### src/rtl/cnn_ctrl_pkg.sv
// Shared definitions for the CNN datapath controllers: sequencer states and
// default lane/channel geometry.
package cnn_ctrl_pkg;

  localparam int unsigned DataSizeDef  = 16;
  localparam int unsigned ArraySizeDef = 9;
  localparam int unsigned ChWDef       = 8;

  typedef enum logic [1:0] {
    StIdle  = 2'd0,
    StLoad  = 2'd1,
    StAccum = 2'd2,
    StHold  = 2'd3
  } ctrl_st_e;

endpackage

### src/rtl/lane_mask_reg.sv
// Load-enabled multi-lane register; on load, lanes outside the mask are
// stored as zero.
module lane_mask_reg
  import cnn_ctrl_pkg::*;
#(
  parameter int unsigned data_size  = DataSizeDef,
  parameter int unsigned array_size = ArraySizeDef
) (
  input  logic                             clk,
  input  logic                             reset,
  input  logic                             load,
  input  logic [array_size-1:0]            mask,
  input  logic [array_size*data_size-1:0]  d,
  output logic [array_size*data_size-1:0]  q
);

  logic [array_size*data_size-1:0] q_d, q_q;

  always_comb begin
    q_d = q_q;
    if (load) begin
      for (int i = 0; i < int'(array_size); i++) begin
        q_d[i*data_size +: data_size] = mask[i] ? d[i*data_size +: data_size] : '0;
      end
    end
  end

  always_ff @(posedge clk or negedge reset) begin
    if (!reset) q_q <= '0;
    else        q_q <= q_d;
  end

  assign q = q_q;

endmodule

### src/rtl/bias_accum_ctrl.sv
// Bias-load / accumulate sequencer for the per-lane adder bank; captures the
// finished tile and offers it downstream over valid/ready.
module bias_accum_ctrl
  import cnn_ctrl_pkg::*;
#(
  parameter int unsigned data_size  = DataSizeDef,
  parameter int unsigned array_size = ArraySizeDef,
  parameter int unsigned ch_w       = ChWDef
) (
  input  logic                             clk,
  input  logic                             reset,
  input  logic                             start,
  input  logic [ch_w-1:0]                  num_channels,
  input  logic [array_size-1:0]            lane_mask,
  input  logic                             mac_valid,
  output logic                             mac_ready,
  output logic                             mode,
  output logic [array_size-1:0]            enable,
  input  logic [array_size-1:0]            adder_done,
  input  logic [array_size*data_size-1:0]  acc_in,
  output logic [array_size*data_size-1:0]  out_data,
  output logic                             out_valid,
  input  logic                             out_ready,
  output logic                             busy,
  output logic                             cfg_err,
  output logic                             lane_err
);

  localparam logic [ch_w-1:0] CntOne = ch_w'(1);

  ctrl_st_e                st_d, st_q;
  logic [ch_w-1:0]         nch_d, nch_q;
  logic [ch_w-1:0]         cnt_d, cnt_q;
  logic [array_size-1:0]   mask_d, mask_q;
  logic                    lane_err_d, lane_err_q;
  logic                    cfg_err_d, cfg_err_q;
  logic                    out_valid_d, out_valid_q;
  logic                    capture;

  always_comb begin
    st_d        = st_q;
    nch_d       = nch_q;
    cnt_d       = cnt_q;
    mask_d      = mask_q;
    lane_err_d  = lane_err_q;
    cfg_err_d   = 1'b0;
    out_valid_d = out_valid_q;
    capture     = 1'b0;
    mode        = 1'b0;
    enable      = '0;
    mac_ready   = 1'b0;

    unique case (st_q)
      StIdle: begin
        if (start) begin
          if (num_channels == '0) begin
            cfg_err_d = 1'b1;
          end else begin
            nch_d      = num_channels;
            mask_d     = lane_mask;
            cnt_d      = '0;
            lane_err_d = 1'b0;
            st_d       = StLoad;
          end
        end
      end
      StLoad: begin
        mode   = 1'b1;
        enable = mask_q;
        st_d   = StAccum;
      end
      StAccum: begin
        mac_ready = 1'b1;
        if (mac_valid) begin
          enable = mask_q;
          cnt_d  = cnt_q + CntOne;
          if (adder_done != mask_q) lane_err_d = 1'b1;
          // Compare against N-1 so N = 2^ch_w - 1 finishes before the counter wraps.
          if (cnt_q == nch_q - CntOne) begin
            capture     = 1'b1;
            out_valid_d = 1'b1;
            st_d        = StHold;
          end
        end
      end
      StHold: begin
        if (out_ready) begin
          out_valid_d = 1'b0;
          st_d        = StIdle;
        end
      end
      default: st_d = StIdle;
    endcase
  end

  always_ff @(posedge clk or negedge reset) begin
    if (!reset) begin
      st_q        <= StIdle;
      nch_q       <= '0;
      cnt_q       <= '0;
      mask_q      <= '0;
      lane_err_q  <= 1'b0;
      cfg_err_q   <= 1'b0;
      out_valid_q <= 1'b0;
    end else begin
      st_q        <= st_d;
      nch_q       <= nch_d;
      cnt_q       <= cnt_d;
      mask_q      <= mask_d;
      lane_err_q  <= lane_err_d;
      cfg_err_q   <= cfg_err_d;
      out_valid_q <= out_valid_d;
    end
  end

  lane_mask_reg #(
    .data_size  (data_size),
    .array_size (array_size)
  ) u_out_reg (
    .clk   (clk),
    .reset (reset),
    .load  (capture),
    .mask  (mask_q),
    .d     (acc_in),
    .q     (out_data)
  );

  assign busy      = (st_q != StIdle);
  assign out_valid = out_valid_q;
  assign cfg_err   = cfg_err_q;
  assign lane_err  = lane_err_q;

endmodule

### config.mk
export PLATFORM = sky130hd
export DESIGN_NAME = bias_accum_ctrl
export DESIGN_NICKNAME = d
export VERILOG_FILES = /design/src/rtl/cnn_ctrl_pkg.sv /design/src/rtl/lane_mask_reg.sv /design/src/rtl/bias_accum_ctrl.sv
export SDC_FILE = /design/constraint.sdc
export NUM_CORES = 1
export LEC_CHECK = 0
export CORE_UTILIZATION = 46
export CTS_CLUSTER_DIAMETER = 80
export DETAILED_ROUTE_END_ITERATION = 10
export GPL_ROUTABILITY_DRIVEN = 0
export PLACE_DENSITY_LB_ADDON = 0.12
export SETUP_SLACK_MARGIN = 0.3
export SYNTH_ARGS = -nofsm -noshare
export SYNTH_HDL_FRONTEND = slang
export SYNTH_SLANG_ARGS = --single-unit
### constraint.sdc
create_clock -name clk -period 5.3 [get_ports clk]
set_clock_uncertainty 0.15 [all_clocks]
set_input_delay 1.06 -clock clk [delete_from_list [all_inputs] [get_ports clk]]
set_output_delay 1.06 -clock clk [all_outputs]
set_load 0.02 [all_outputs]
# After elaboration in Yosys (flattened, before gate mapping)
# Cells that the tools add are included.
totals:
  reg_bits: 174
  latch_bits: 0
  ram_bits: 0
  mem_bits_ro: 0
  out_inout_bits: 159
  word_cells: 70
  memories: 0
classes:
  addsub: 2
  mul: 0
  div: 0
  magnitude_cmp: 0
  eq_ne: 11
  shifts: 0
  mux: 38
  n_bitwise: 1
  reduce_logical: 10
ops:
  columns: ["cell", "n"]
  rows:
  - ["2-to-1 mux 16 bit", 9]
  - ["2-to-1 mux 8 bit", 3]
  - ["case mux 9 bit (2 select lines)", 1]
  - ["case mux 8 bit (2 select lines)", 1]
  - ["2-to-1 mux 1 bit", 15]
  - ["!= test 2 bit (second input constant)", 6]
  - ["2-to-1 mux 2 bit", 5]
  - ["AND reduction 5 bit", 2]
  - ["2-to-1 mux 9 bit", 1]
  - ["!= test 9 bit", 1]
  - ["adder 8 x 1 -> 8 bit (second input constant)", 1]
  - ["equality test 8 bit", 1]
  - ["logical NOT 8 bit", 1]
  - ["case mux 2 bit (4 select lines)", 1]
  - ["AND reduction 4 bit", 2]
  - ["subtractor 8 x 1 -> 8 bit (second input constant)", 1]
  - ["nonzero test 2 bit", 3]
  - ["equality test 2 bit (second input constant)", 2]
  - ["case mux 1 bit (2 select lines)", 2]
  - ["AND reduction 3 bit", 1]
  - ["equality test 2 x 1 -> 1 bit (second input constant)", 1]
  - ["logical NOT 2 bit", 1]
  - ["inverter 1 bit", 1]

# Depth between registers and ports, before layout
# Gate-level depths: netlist (run 1).
logic_depth:
  word_depth: 5
  depth_mapped: 10
  depth_no_buf: 8

# Modules after synthesis
# From an unflattened synthesis (run 1), not the netlist that was laid out.
unflattened:
  cells_unflattened: 792
  hier_area_um2: 7767.4
modules_own_cells:
  columns: ["module", "n_inst", "cells_each", "area_per_inst_um2", "seq_area_each_um2"]
  rows:
  - ["lane_mask_reg", 1, 617, 5953.2, 3603.5]
  - ["bias_accum_ctrl", 1, 175, 1814.2, 750.7]

# Worst setup path after synthesis (run 1)
# No wires, ideal clock.
synth_path:
  path_kind: "input -> output"
  start: "input mac_valid"
  end: "output enable[0]"
  t_arrival_ps: 1638
  required_ps: 4090
  path_slack_ps: 2452
  path_stages: 3
  path_cell_list: "a21oi_1 nor2b_1 and2_1"
synth_via:
  elab_chain_cells: 2
synth_rtl:
  columns: ["item", "line", "text"]
  rows:
  - ["from (decl)", "bias_accum_ctrl.sv:15", "input logic mac_valid,"]
  - ["2-to-1 mux 9 bit", "bias_accum_ctrl.sv:74", "if (mac_valid) begin"]
  - ["case mux 9 bit (2 select lines)", "bias_accum_ctrl.sv:53", "unique case (st_q)"]
  - ["to (decl)", "bias_accum_ctrl.sv:18", "output logic [array_size-1:0] enable,"]
# No other way between the ends.

# Worst setup path in the final report (run 1)
layout_path:
  start: "input mac_valid"
  end: "output enable[2]"
# Same word-level chain as after synthesis.

==> results of run 1 <==
## flip-flops by register name, summed over array words and instances, names as in the netlist
| signal | cells |
|---|---|
| cfg_err | 1 |
| mask_q | 9 |
| st_q | 2 |
| out_valid | 1 |
| lane_err | 1 |
| nch_q | 8 |
| u_out_reg.q | 144 |
| cnt_q | 8 |
## routing by layer
metal	global-route usage, %	vias to the layer above	part of all wire (%)
met4	11.1	0	3.4
met5	0	-	0
met1	31.2	3132	40
li1	-	3242	-
met3	8.54	45	7.5
met2	42.2	236	49
## kinds of logic (layout without fill, tap and decap cells)
| family | Yosys count | in the layout | share of synthesized area, % |
|---|---|---|---|
| compound gates | 174 | 174 | 11.7 |
| xor+xnor | 16 | 16 | 1.78 |
| fa+ha+maj | 6 | 6 | 0.954 |
| buf+inv | 204 | 522 | 13.5 |
| flops | 174 | 174 | 55.3 |
| mux | 19 | 19 | 2.67 |
| simple gates | 213 | 213 | 14.1 |
## layout make-up
class                           count  area share (%)
Clock buffer                       20            4.00
Clock inverter                     12            1.35
Inverter                          151            4.86
Multi-Input combinational cell    428            21.1
Sequential cell                   174            37.3
Tap cell                          220            2.36
Timing Repair Buffer              339            29.1
## per-stage QoR
| step | util (%) | instance area, sq um |
|---|---|---|
| detailed placement | 66.4 | 11000 |
| floorplan | - | 7870 |
| finish | 70.1 | 11700 |
| global route | 70.1 | 11700 |
| global placement | 66.4 | 11000 |
| CTS | 70.1 | 11700 |
## where the power goes
group	switching, mW	internal, mW	total, mW
Clock	0.539	0.783	1.32
Combinational	1.69	1.58	3.26
Sequential	0.568	1.98	2.54
## placed cells by master (no fill, tap or decap), types with 7 or more instances in the layout
cell | netlist | routed
clkdlybuf4s50_1 | 0 | 332
dfrtp_1 | 174 | 174
inv_1 | 151 | 151
nand3_1 | 149 | 149
o21ai_0 | 149 | 149
nand2_1 | 17 | 17
clkbuf_16 | 0 | 17
mux2_2 | 16 | 16
xnor2_1 | 10 | 10
and2_1 | 9 | 9
a21oi_1 | 8 | 7
nor3_1 | 7 | 7
## final timing paths
check | end | slack, ns | cells past startpoint
max | enable[2] | 1.19 | 6
min | lane_err | 0.36 | 1
max reg2reg | u_out_reg.q[97] | 2.22 | 7
min reg2reg | lane_err | 0.36 | 1
max in group asynchronous | u_out_reg.q[21] | 3.31 | 2
min in group asynchronous | u_out_reg.q[106] | 0.54 | 1
==> results.md, run 1 <==
- Critical path class: primary input to output port
- Worst IR Drop VDD: 0.310 mV
- Post-Place Worst Slack: 1.22 ns
- PD cells: 611 nW/um^2
- Cell Chain, Critical Path: clkdlybuf4s50_1 > a21oi_1 > nor2b_1 > buf_4 > and2_1 > clkdlybuf4s50_1
- Initial antenna violation count: 0
- FILL cells: 1274
- Synth Warn #: 0
- Crit-path leading delay family: buffers and inverters
- RSZ-0062 raised after global routing: no
- Via density: 4.95
- Share of the synthesized area in the top cell type: 55.3%
- Fin crit share: 77.5%
- CP peak stage delay: 0.61 ns
- Slew @ Worst Pin: 1.23 ns
- Area of the multi-input gates: 2460 sq um
- Starting Density: 47.3%
- Synth cell count leaders: dfrtp_1, inv_1, nand3_1, o21ai_0
- Worst Path Arrival: 2.90 ns
- Grt ovf: 0
- Drt total wl: 22.3 mm
- Nets: 1292
- Max Slew Vio Count: 0
- Reg-to-reg startpoint: nch_q[0]
- Ant. Diodes: 0
- Clock Tree Root: clkbuf_16
- Final Hold Fails: 0
- Buffers on Ports: 333
- Total GRT Usage: 25.8%
- # H-tree levels: 4
- Max Freq: 244 MHz
- Post-synth EDFFs: 0
- Core area: 16600 sq um
- Die X-Extent: 133 um
- PnR worst setup slack: 1.19 ns
- Post-synth cell types: 45
- Vias in the first global route: 6462
- Synth area leaders: dfrtp_1, nand3_1, o21ai_0
- Top cell type by total area after synthesis: dfrtp_1
- Clk_lat worst skew: 0.42 ns
- TritonCTS Buffers: 17
- Die area: 17600 sq um
- CP bufs+invs: 3
- PostCTS Resize Cnt: 0
- Inst Count DP: 1312
- Max clock buf depth: 2
- Setup tns final: 0 ns
- Num Clock Sinks: 174
- CP most frequent cell: clkdlybuf4s50_1
- CP Launch Type: primary input
- Synth Area per Inst: 9.77 sq um
- Worst Path Required: 4.09 ns
- Die Height: 133 um
- Layout Cells excl Fill: 1344
- Max Fanout on Critical Path: 6
- CP startpoint: mac_valid
- Mapped Area: 7870 sq um
- Async SR Flop Fraction: 100%
- DRC: 0
- # Post-CTS Setup Buffers: 0
- Status: finished clean
- Top-count cell post-synth: dfrtp_1
- First-pass GRT wire length: 34.9 mm
- IO Count: 334
- Critical Path Sink Type: output port
- Post-route total power: 7.13 mW
- HPWL Detailed: 15.9 mm
- Endpoints failing setup: 0
- Max Cap Viol: 0
- Max-slew headroom: 17.8%
- Register area share after synthesis: 55.3%
- Min-delay src: lane_err
- P_leak: 5.32 nW
- Syn nets: 987
- Layout area overhead: 48.2%
- Worst Hold Class: flop to flop
- Slowest-stage cell, CP: clkdlybuf4s50_1
- Gate Count Post-Synth: 806
- Final min period: 4.11 ns
- Ys flop type: dfrtp_1
- Largest net degree at the start of global routing: 183
- CTS tree: built
- Final antenna-violating net count: 0
- #FFs+latches synth: 174
- 1st-iter DRT viols: 419
- DR pass1 iterations: 5
- Wirelength per Cell: 16.6 um
- Vias post-DR: 6655
- Worst hold slack: 0.362 ns
- CTS Hold Bufs: 0
- Rows: 47
- Clk slew on worst S/H paths: 0.06 ns
- Register area: 4350 sq um
- Layout cells sized above 1: 5.52%
(Power assumes the default switching activity.)
==> run 2: changes to the inputs <==
Settings changed: CORE_UTILIZATION 46 to 43.
Clock period 5.3 ns to 3.8 ns, I/O delays scaled along.
==> results.md, run 2 (synthesis results as in run 1) <==
- Logic gate share of total power: 47.4% (+1.6 points)
- CP peak stage delay: 0.60 ns (about the same)
- Die Height: 137 um (+3.4%)
- Largest register FFs: 144 (unchanged)
- Most frequent cells in the layout: clkdlybuf4s50_1, dfrtp_1, inv_1
- Final Hold Fails: 0 (unchanged)
- Worst Hold Class: primary input to asynchronous set/reset pin
- IO Count: 334 (unchanged)
- Die X-Extent: 137 um (+3.4%)
- Layout Cells excl Fill: 1363 (+1.4%)
- PD cells: 842 nW/um^2 (+38%)
- Global-route met2 utilization: 38.7% (-3.5 points)
- Max clock buf depth: 2 (unchanged)
- Ant. Diodes: 0 (unchanged)
- GR Util met1: 29.6% (-1.6 points)
- DR pass1 iterations: 4 (-1)
- Grt ovf: 0 (unchanged)
- Wirelength per Cell: 16.3 um (-1.8%)
- CP bufs+invs: 3 (unchanged)
- Core area: 18000 sq um (+7.9%)
- TritonCTS Buffers: 17 (unchanged)
- CP most frequent cell: clkdlybuf4s50_1
- Slowest-stage cell, CP: clkdlybuf4s50_1
- Layout cells sized above 1: 6.44% (+0.92 points)
- # H-tree levels: 4 (unchanged)
- Clk slew on worst S/H paths: 0.07 ns (about the same)
- Die area: 18900 sq um (+6.9%)
- Sequential Power Share: 35.1% (-0.6 points)
- Final design utilization: 65.4% (-4.7 points)
- 1st-iter DRT viols: 288 (-31%)
- Max Freq: 295 MHz
- Num Clock Sinks: 174 (unchanged)
- Initial antenna violation count: 0 (unchanged)
- Buffers on Ports: 333 (unchanged)
- Drt total wl: 22.2 mm (-0.43%)
- CP Launch Type: primary input
- Clk_lat worst skew: 0.43 ns (about the same)
- Worst IR Drop VDD: 0.498 mV (+61%)
- Endpoints failing setup: 0 (unchanged)
- Cell Chain, Critical Path: clkdlybuf4s50_1 > a21oi_1 > nor2b_2 > buf_4 > and2_1 > clkdlybuf4s50_1
- Switch Pwr: 3.95 mW (+42%)
- CTS tree: built
- Switching share of power: 40.0% (+0.77 points)
- Vias post-DR: 6682 (+0.41%)
- Vias in the first global route: 6252 (-3.2%)
- GR Util met3: 7.14% (-1.4 points)
- P_leak: 5.37 nW (+0.84%)
- Crit-path leading delay family: buffers and inverters
- Critical path class: primary input to output port
- Worst Path Required: 2.89 ns (-1.20 ns)
- DRC: 0 (unchanged)
- Inst Count DP: 1331 (+1.4%)
- Max Cap Viol: 0 (unchanged)
- Placed Area: 11200 sq um (+1.0%)
- Starting Density: 43.8% (-3.5 points)
- Largest net degree at the start of global routing: 102 (-44%)
- Final antenna-violating net count: 0 (unchanged)
- Design Area, Final: 11800 sq um (+0.70%)
- FILL cells: 1511 (+19%)
- Critical Path Sink Type: output port
- RSZ-0062 raised after global routing: no
- Final min period: 3.39 ns
- First-pass GRT wire length: 33.7 mm (-3.5%)
- GRT Max-Usage Layer: met2
- Status: finished clean
- Max-slew headroom: 46.8% (+29 points)
- Via density: 4.90 (-0.99%)
- Fin crit share: 89.1%
- HPWL Detailed: 15.6 mm (-1.5%)
- Layout area overhead: 49.3%
- Setup tns final: 0 ns (unchanged)
- Internal Power: 5.94 mW (+37%)
- Max Slew Vio Count: 0 (unchanged)
- # Post-CTS Setup Buffers: 0 (unchanged)
- Rows: 49 (+4.3%)
- Slew @ Worst Pin: 0.798 ns (-0.429 ns)
- Nets: 1302 (+0.77%)
- Clock network power share: 17.5% (-1.0 points)
- Clock Tree Root: clkbuf_16
- Worst Path Arrival: 2.48 ns (-0.42 ns)
- Most common cell after layout, fill and taps aside: clkdlybuf4s50_1
- Total GRT Usage: 23.7% (-2.2 points)
- Max Fanout on Critical Path: 5 (-1)
==> run 2: metal layers <==
| metal | up-vias | wire length, um | part of all wire (%) |
|---|---|---|---|
| met5 | - | 0 | 0 |
| met4 | 0 | 511 | 2.3 |
| met3 | 30 | 1600 | 7.2 |
| met2 | 203 | 10800 | 49 |
| met1 | 3187 | 9300 | 42 |
| li1 | 3262 | - | - |
==> run 2: what timing repair did <==
action                                  in CTS  in global routing
hold buffers                                 0                  0
endpoints found under the setup margin       9                  9
resized for setup                            1                  2
==> run 2: final cells by class <==
class / instances / area, sq um / share of cell area [%]
repair buffers: 349 / 3490 / 29.7
multi-input cells: 428 / 2470 / 21.0
clock buffers: 18 / 429 / 3.65
flip-flops and latches: 174 / 4350 / 37.1
clock inverters: 14 / 150 / 1.28
well taps: 229 / 287 / 2.44
inverters: 151 / 567 / 4.82
==> run 2: metrics by stage <==
stage	total power [mW]	hold WS (ns)	worst slack, ns
3_5_place_dp	8.17	0.332	0.355
4_1_cts	9.97	0.176	0.301
6_report	9.89	0.155	0.414
2_1_floorplan	5.81	0.314	1.27
3_3_place_gp	8.10	0.323	0.390
5_1_grt	10.5	0.187	0.353
==> run 2: worst register-to-register path: cells and delay by family, from the launching register on <==
kind,cells,cell delay [ns]
flops,1,0.44
simple gates,4,1.42
compound gates,2,0.43
buf+inv,1,0.48
==> run 2: path summary, 6_finish.rpt <==
kind	startpoint	endpoint	slack (ns)	cells past startpoint
worst min-delay path	reset	u_out_reg.q[110]	0.16	1
worst min register to register	lane_err	lane_err	0.35	1
min in group clk	lane_err	lane_err	0.35	1
worst max register to register	nch_q[0]	u_out_reg.q[72]	0.81	7
max in group asynchronous	reset	u_out_reg.q[90]	2.46	2
worst max-delay path	mac_valid	enable[8]	0.41	6
==> run 2: power groups by stage <==
| stage | registers (mW) | logic (mW) | clock network, mW |
|---|---|---|---|
| after floorplan | 4.25 | 1.55 | 0 |
| after global placement | 3.46 | 4.64 | 0 |
| after detailed placement | 3.47 | 4.69 | 0 |
| after CTS | 3.47 | 4.72 | 1.78 |
| after global routing | 3.61 | 5.04 | 1.85 |
| final | 3.47 | 4.69 | 1.73 |
